File: src/rtl/shift_reg_pkg.sv
// Shared constants for the universal shift register: operation encoding,
// maximum supported width and a parity helper used by the optional
// PARITY_OUT_EN build.
package shift_reg_pkg;

    localparam int WIDTH_MAX = 32;

    localparam logic [2:0] MODE_HOLD = 3'b000;
    localparam logic [2:0] MODE_LOAD = 3'b001;
    localparam logic [2:0] MODE_SHL  = 3'b010;
    localparam logic [2:0] MODE_SHR  = 3'b011;
    localparam logic [2:0] MODE_ROL  = 3'b100;
    localparam logic [2:0] MODE_ROR  = 3'b101;
    localparam logic [2:0] MODE_ASR  = 3'b110;
    localparam logic [2:0] MODE_CLR  = 3'b111;

    // Even-parity bit of a zero-extended register image.
    function automatic logic parity_of(input logic [WIDTH_MAX-1:0] value);
        return ^value;
    endfunction

endpackage

File: src/rtl/shift_reg_univ_dff_en_cell.sv
// One-bit D flip-flop with synchronous active-high reset to a per-bit
// value and a clock enable. Provides true and complemented outputs.
module dff_en_cell #(
    parameter logic RST_VAL = 1'b0
) (
    input  logic clk,
    input  logic rst,
    input  logic en,
    input  logic d,
    output logic q,
    output logic q_bar
);

    logic q_r;

    // Storage bit: reset has priority over enable; disabled cells hold.
    always_ff @(posedge clk) begin
        if (rst) begin
            q_r <= RST_VAL;
        end else if (en) begin
            q_r <= d;
        end else begin
            q_r <= q_r;
        end
    end

    assign q     = q_r;
    assign q_bar = ~q_r;

endmodule

File: src/rtl/shift_reg_univ.sv
// Universal WIDTH-bit register: hold, parallel load, logical shifts,
// rotates, arithmetic shift right and synchronous clear, with serial
// outputs for chaining.
// Optional feature: define PARITY_OUT_EN to add a registered 'parity'
// output (XOR of q, updated on the same edge as q).
module shift_reg_univ
    import shift_reg_pkg::*;
#(
    parameter int               WIDTH     = 8,
    parameter logic [WIDTH-1:0] RESET_VAL = '0
) (
    input  logic             clk,
    input  logic             rst,
    input  logic             en,
    input  logic [2:0]       mode,
    input  logic [WIDTH-1:0] d,
    input  logic             sl_in,
    input  logic             sr_in,
    output logic [WIDTH-1:0] q,
    output logic [WIDTH-1:0] q_bar,
    output logic             so_msb,
`ifdef PARITY_OUT_EN
    output logic             parity,
`endif
    output logic             so_lsb
);

    logic [WIDTH-1:0] q_s;
    logic [WIDTH-1:0] q_bar_s;
    logic [WIDTH-1:0] next_q_s;

    // Each bit picks its next value from its neighbours; the end bits pull
    // from the serial inputs or wrap around. With WIDTH=1 the wrap and
    // sign neighbours are the bit itself, so ROL/ROR/ASR hold.
    for (genvar i = 0; i < WIDTH; i++) begin : g_bit
        logic left_shl_s;
        logic left_rol_s;
        logic right_shr_s;
        logic right_ror_s;
        logic right_asr_s;
        logic nxt_s;

        if (i == 0) begin : g_lsb
            assign left_shl_s = sl_in;
            assign left_rol_s = q_s[WIDTH-1];
        end else begin : g_lsb_inner
            assign left_shl_s = q_s[i-1];
            assign left_rol_s = q_s[i-1];
        end

        if (i == WIDTH - 1) begin : g_msb
            assign right_shr_s = sr_in;
            assign right_ror_s = q_s[0];
            assign right_asr_s = q_s[WIDTH-1];
        end else begin : g_msb_inner
            assign right_shr_s = q_s[i+1];
            assign right_ror_s = q_s[i+1];
            assign right_asr_s = q_s[i+1];
        end

        // Per-bit next-state selection by operation mode.
        always_comb begin
            nxt_s = q_s[i];
            case (mode)
                MODE_HOLD: nxt_s = q_s[i];
                MODE_LOAD: nxt_s = d[i];
                MODE_SHL:  nxt_s = left_shl_s;
                MODE_SHR:  nxt_s = right_shr_s;
                MODE_ROL:  nxt_s = left_rol_s;
                MODE_ROR:  nxt_s = right_ror_s;
                MODE_ASR:  nxt_s = right_asr_s;
                MODE_CLR:  nxt_s = 1'b0;
                default:   nxt_s = q_s[i];
            endcase
        end

        assign next_q_s[i] = nxt_s;

        dff_en_cell #(
            .RST_VAL (RESET_VAL[i])
        ) u_cell (
            .clk   (clk),
            .rst   (rst),
            .en    (en),
            .d     (nxt_s),
            .q     (q_s[i]),
            .q_bar (q_bar_s[i])
        );
    end

    assign q      = q_s;
    assign q_bar  = q_bar_s;
    assign so_msb = q_s[WIDTH-1];
    assign so_lsb = q_s[0];

`ifdef PARITY_OUT_EN
    logic                 parity_r;
    logic [WIDTH_MAX-1:0] next_ext_s;
    logic [WIDTH_MAX-1:0] rst_ext_s;

    // Zero-extend next state and reset value to the helper's fixed width.
    always_comb begin
        next_ext_s                = '0;
        next_ext_s[WIDTH-1:0]     = next_q_s;
        rst_ext_s                 = '0;
        rst_ext_s[WIDTH-1:0]      = RESET_VAL;
    end

    // Parity is taken from next-q so it changes on the same edge as q.
    always_ff @(posedge clk) begin
        if (rst) begin
            parity_r <= parity_of(rst_ext_s);
        end else if (en) begin
            parity_r <= parity_of(next_ext_s);
        end else begin
            parity_r <= parity_r;
        end
    end

    assign parity = parity_r;
`endif

endmodule

File: config.mk
export PLATFORM = sky130hd
export DESIGN_NAME = shift_reg_univ
export DESIGN_NICKNAME = d
export VERILOG_FILES = /design/src/rtl/shift_reg_pkg.sv /design/src/rtl/shift_reg_univ_dff_en_cell.sv /design/src/rtl/shift_reg_univ.sv
export SDC_FILE = /design/constraint.sdc
export NUM_CORES = 1
export LEC_CHECK = 0
export CORE_MARGIN = 4
export CORE_UTILIZATION = 40
export CTS_CLUSTER_DIAMETER = 100
export DETAILED_ROUTE_END_ITERATION = 6
export PLACE_DENSITY = 0.87
export SKIP_CTS_REPAIR_TIMING = 1
export SYNTH_ARGS = -nofsm -noshare
export SYNTH_HDL_FRONTEND = slang
export SYNTH_SLANG_ARGS = --single-unit
File: constraint.sdc
create_clock -name clk -period 1.45 [get_ports clk]
set_input_delay 0.3625 -clock clk [delete_from_list [all_inputs] [get_ports clk]]
set_output_delay 0.3625 -clock clk [all_outputs]
set_load 0.1 [all_outputs]
# Yosys cells after proc, flatten, opt, wreduce, memory -nomap -nowiden
# Index checks and enable logic that the tools add are counted.
# classes
eq_ne	7
n_mux	8
bitwise	10
reduce_logical	6
# ops
operator	n
one-hot mux 1 bit (4 select lines)	6
== test 3 bit (second input constant)	4
inverter 1 bit	10
one-hot mux 1 bit (5 select lines)	2
== test 3 x 2 -> 1 bit (second input constant)	2
AND reduction 2 bit	2
OR reduction 2 bit	2
== test 3 x 1 -> 1 bit (second input constant)	1
logical NOT 3 bit	1
OR reduction 3 bit	1
# totals
elab_cells	39
ff_bits	8

# Depth between registers and ports, before layout
# Gate-level depths: netlist of run 1.
# depth
word_depth	4
ltp_mapped	6
ltp_nobuf	4

# Cells and area by module
# A second synthesis of run 1 with hierarchy kept.
# unflattened
cells_unflattened	124
hier_area_um2	905.9
# modules_own_cells
module	area_per_inst_um2	cells_each	instances
shift_reg_univ	605.6	92	1
dff_en_cell	37.5	4	8

# Worst setup path after synthesis of run 1
# No wires, ideal clock.
# synth_path
kind	register to output
from	register g_bit[7].u_cell.q_r
to	output q_bar[7]
stages_incl_launch_ff	3
path_slack_ns	-0.376
path_buffers	1
t_required_ns	1.087
t_arrival_ns	1.464
cell_sequence	dfxtp_1 -> inv_1 -> buf_4
# synth_between
elab_chain_len	1
# synth_rtl
item	line_no	rtl
from (decl)	shift_reg_univ_dff_en_cell.sv:14	logic q_r;
from (signal assigned)	shift_reg_univ_dff_en_cell.sv:23	q_r <= q_r;
inverter 1 bit	shift_reg_univ_dff_en_cell.sv:28	assign q_bar = ~q_r;
to (decl)	shift_reg_univ.sv:20	output logic [WIDTH-1:0] q_bar,
# No other way between the ends.

# Worst setup path in the final report of run 1
# layout_path
from	register g_bit[4].u_cell.q_r
to	output q_bar[4]
# layout_between
elab_chain_len	1
# layout_rtl
item	line_no
from (decl)	shift_reg_univ_dff_en_cell.sv:14
from (signal assigned)	shift_reg_univ_dff_en_cell.sv:23
inverter 1 bit	shift_reg_univ_dff_en_cell.sv:28
# No other way between the ends.

==> results of run 1 <==
## logic make-up after synthesis
kind of cell	synth area share
simple gates	0.190
buf+inv	0.268
compound gates	0.280
flops	0.223
xor+xnor	0.0244
mux	0.0139
## worst min-delay path by stage
stage / endpoint / slack, ns / depth (start not counted)
after floorplan: g_bit[7].u_cell.q / 0.42 / 1
after global placement: g_bit[1].u_cell.q / 0.51 / 2
after detailed placement: g_bit[1].u_cell.q / 0.54 / 2
after CTS: g_bit[2].u_cell.q / 0.56 / 2
after global routing: g_bit[3].u_cell.q / 0.57 / 2
final: g_bit[5].u_cell.q / 0.56 / 2
## layer usage
metal  up-vias  GRT usage  wire [um]
met5         -          0          0
met4         0     0.0628         99
met3        18     0.0534        257
met2        59      0.330       1040
met1       371      0.189        771
li1        372          -          -
## where the power goes
group / internal, mW / leakage, nW / switching (mW) / total [mW]
sequential: 0.235 / 0.0662 / 0.0282 / 0.263
combinational: 0.214 / 0.448 / 0.336 / 0.550
clock: 0.0954 / 0.0138 / 0.0855 / 0.181
## stage by stage
step                      instance area, um2  worst slack (ns)  instances
after floorplan                          721         -0.000666         97
after CTS                               1220            -0.254        148
final                                   1250            0.0212        148
after global routing                    1250           0.00252        148
after detailed placement                1200            -0.472        145
after global placement                  1200            -0.345        145
## layout by cell type, fill, tap and decap left out
master / n
o221ai_1: 1
clkdlybuf4s50_1: 12
a221oi_1: 5
xor2_1: 2
nand2_2: 2
dfxtp_1: 6
buf_4: 10
a21oi_4: 1
a2bb2oi_1: 1
dfxtp_2: 2
and3_1: 1
a2111oi_2: 1
a311oi_1: 1
nor2_1: 9
o21ai_0: 7
a221oi_2: 1
mux2i_1: 1
nor2_4: 1
nor2b_2: 1
nand2_1: 15
or3_4: 1
inv_1: 9
a32o_2: 1
dlymetal6s2s_1: 3
clkbuf_4: 3
buf_12: 19
o31ai_2: 1
or2_2: 1
o31ai_1: 5
## worst min-delay path, cell delays in order, from the launching register on
cell	delay (ns)
dfxtp_1	0.36
nand2_1	0.08
o31ai_1	0.06
## cell type report
type,count,area (um2)
clock buffers,3,22.5
fillers,125,458
repair buffers,44,613
flip-flops and latches,8,163
well taps,25,31.3
multi-input cells,59,387
inverters,9,33.8
==> key figures, run 1 <==
CTS
  • TritonCTS clock tree: built
  • Total CTS buffers: 3
  • CTS max path bufs: 2
  • Clock transition at path regs: 0.06 ns
  • CTS sink count: 8
  • Clock root buffer: clkbuf_4
  • Worst-skew pair later-pin latency: 0.26 ns
  • CTS H-tree depth: 1

Yosys
  • Post-Syn Nets: 113
  • Top FF cell, synth: dfxtp_1
  • Asr flop ratio synth: 0
  • Synthesized flop and latch total: 8
  • Synthesized area: 718 um2
  • Post-synth top cells: buf_4 (19), nand2_1 (16), inv_1 (9), nor2_1 (9), dfxtp_1 (8)
  • EDFF count, synth: 0
  • Ys Warns: 0
  • Seq/Total Area, Yosys: 0.223
  • Cell with the most instances after synthesis: buf_4
  • Synth cell types: 24
  • Area share of the largest cell type after synthesis: 0.223
  • Synth top area cells: dfxtp_1 (22%), buf_4 (20%), nand2_1 (8.4%)
  • Syn_area_per_cell: 7.40 um2
  • Synthesized instance count: 97
  • Post-synth top area cell: dfxtp_1

Critical path
  • CP Capture Point: q_bar[4]
  • RR Endpoint: g_bit[3].u_cell.q
  • Critical Path RT: 1.09 ns
  • Levels on crit path: 2
  • Worst R2R Path Depth: 4
  • Setup crit end kind: output pin
  • Crit path DAT: 1.07 ns
  • CP bufs+invs: 2
  • Reg-to-reg startpoint: g_bit[2].u_cell.q
  • Worst stage delay on the critical path: 0.48 ns
  • Cell breakdown of the critical path: inv_1, buf_12
  • R2R setup slack: 0.15 ns
  • Slowest-stage cell, CP: dfxtp_1
  • WS Path Type: reg -> out
  • CP max FO: 5
  • Worst setup SP type: flip-flop
  • CP top delay family: flip-flops
  • Worst setup path startpoint: g_bit[4].u_cell.q

Floorplan
  • Die footprint: 2540 um2
  • CORE AREA: 1710 um2
  • Die Wd: 50.4 um
  • Initial Util: 0.421
  • Die span in y: 50.4 um
  • Std cell rows: 15
  • Top-level I/O count: 34

Layout
  • # diodes: 0
  • Synthesis-to-finish area growth: 74.0%
  • Share of cells above drive strength 1: 0.366
  • Max reg flops: 8
  • Final core utilization: 0.732
  • Nets: 141

Timing
  • # setup viols final: 0
  • Fin Clk Skew: 0.00371 ns
  • Final worst-path cycle share: 0.985
  • RSZ-0062 raised after global routing: no
  • Hold_ws: 0.556 ns
  • Setup TNS: 0 ns
  • Tmin final: 1.43 ns
  • Max Clk Rate: 700 MHz
  • Worst-Margin Slew: 0.361 ns
  • Slew Limit Fails: 0
  • Slew Limit Headroom: 0.759
  • Hold Violations, Final: 0

GRT
  • GRT Total Usage: 0.179
  • Largest net degree at the start of global routing: 20
  • Number of global-route vias before repair: 817
  • Initial antenna violation count: 0
  • GR Overflow Total: 0
  • First-pass GRT wire length: 3.53 mm

Route
  • Initial DRC count: 46
  • Total number of vias: 820
  • Final WL: 2.17 mm
  • Post-route ant nets: 0
  • Number of remaining DRC errors: 0
  • DR pass1 iterations: 4
  • Drt wl/cell: 14.7 um
  • Drt via density: 5.54

Power
  • Maximum vdd drop: 0.542 mV
  • Design Power: 994 uW
  • Pleak: 0.528 nW
  • Pwr per Cell Area: 795 nW/um2

Hold path
  • Tightest Hold Check Type: reg -> reg
  • Worst hold start: g_bit[5].u_cell.q

Run status
  • Status: finished clean

Place
  • Gp weighted congestion: 0.836
  • Final HPWL DP: 1.64 mm
  • Number of port buffers: 33

Job
  • Number of max-cap violations: 0
No activity file was read; power rests on OpenSTA's default activity.
==> inputs of run 2 (changes only) <==
--- a/config.mk
+++ b/config.mk
@@ -8,6 +8,7 @@
 export CORE_MARGIN = 4
 export CORE_UTILIZATION = 40
 export CTS_CLUSTER_DIAMETER = 100
+export CTS_CLUSTER_SIZE = 14
 export DETAILED_ROUTE_END_ITERATION = 6
 export PLACE_DENSITY = 0.87
 export SKIP_CTS_REPAIR_TIMING = 1
==> results of run 2 <==
Final layout, timing and power as in run 1 (identical DEF).
==> inputs of run 3 (changes only) <==
--- a/config.mk
+++ b/config.mk
@@ -5,6 +5,7 @@
 export SDC_FILE = /design/constraint.sdc
 export NUM_CORES = 1
 export LEC_CHECK = 0
+export CAP_MARGIN = 20
 export CORE_MARGIN = 4
 export CORE_UTILIZATION = 40
 export CTS_CLUSTER_DIAMETER = 100
==> results of run 3 <==
Final layout, timing and power as in run 1 (identical DEF).
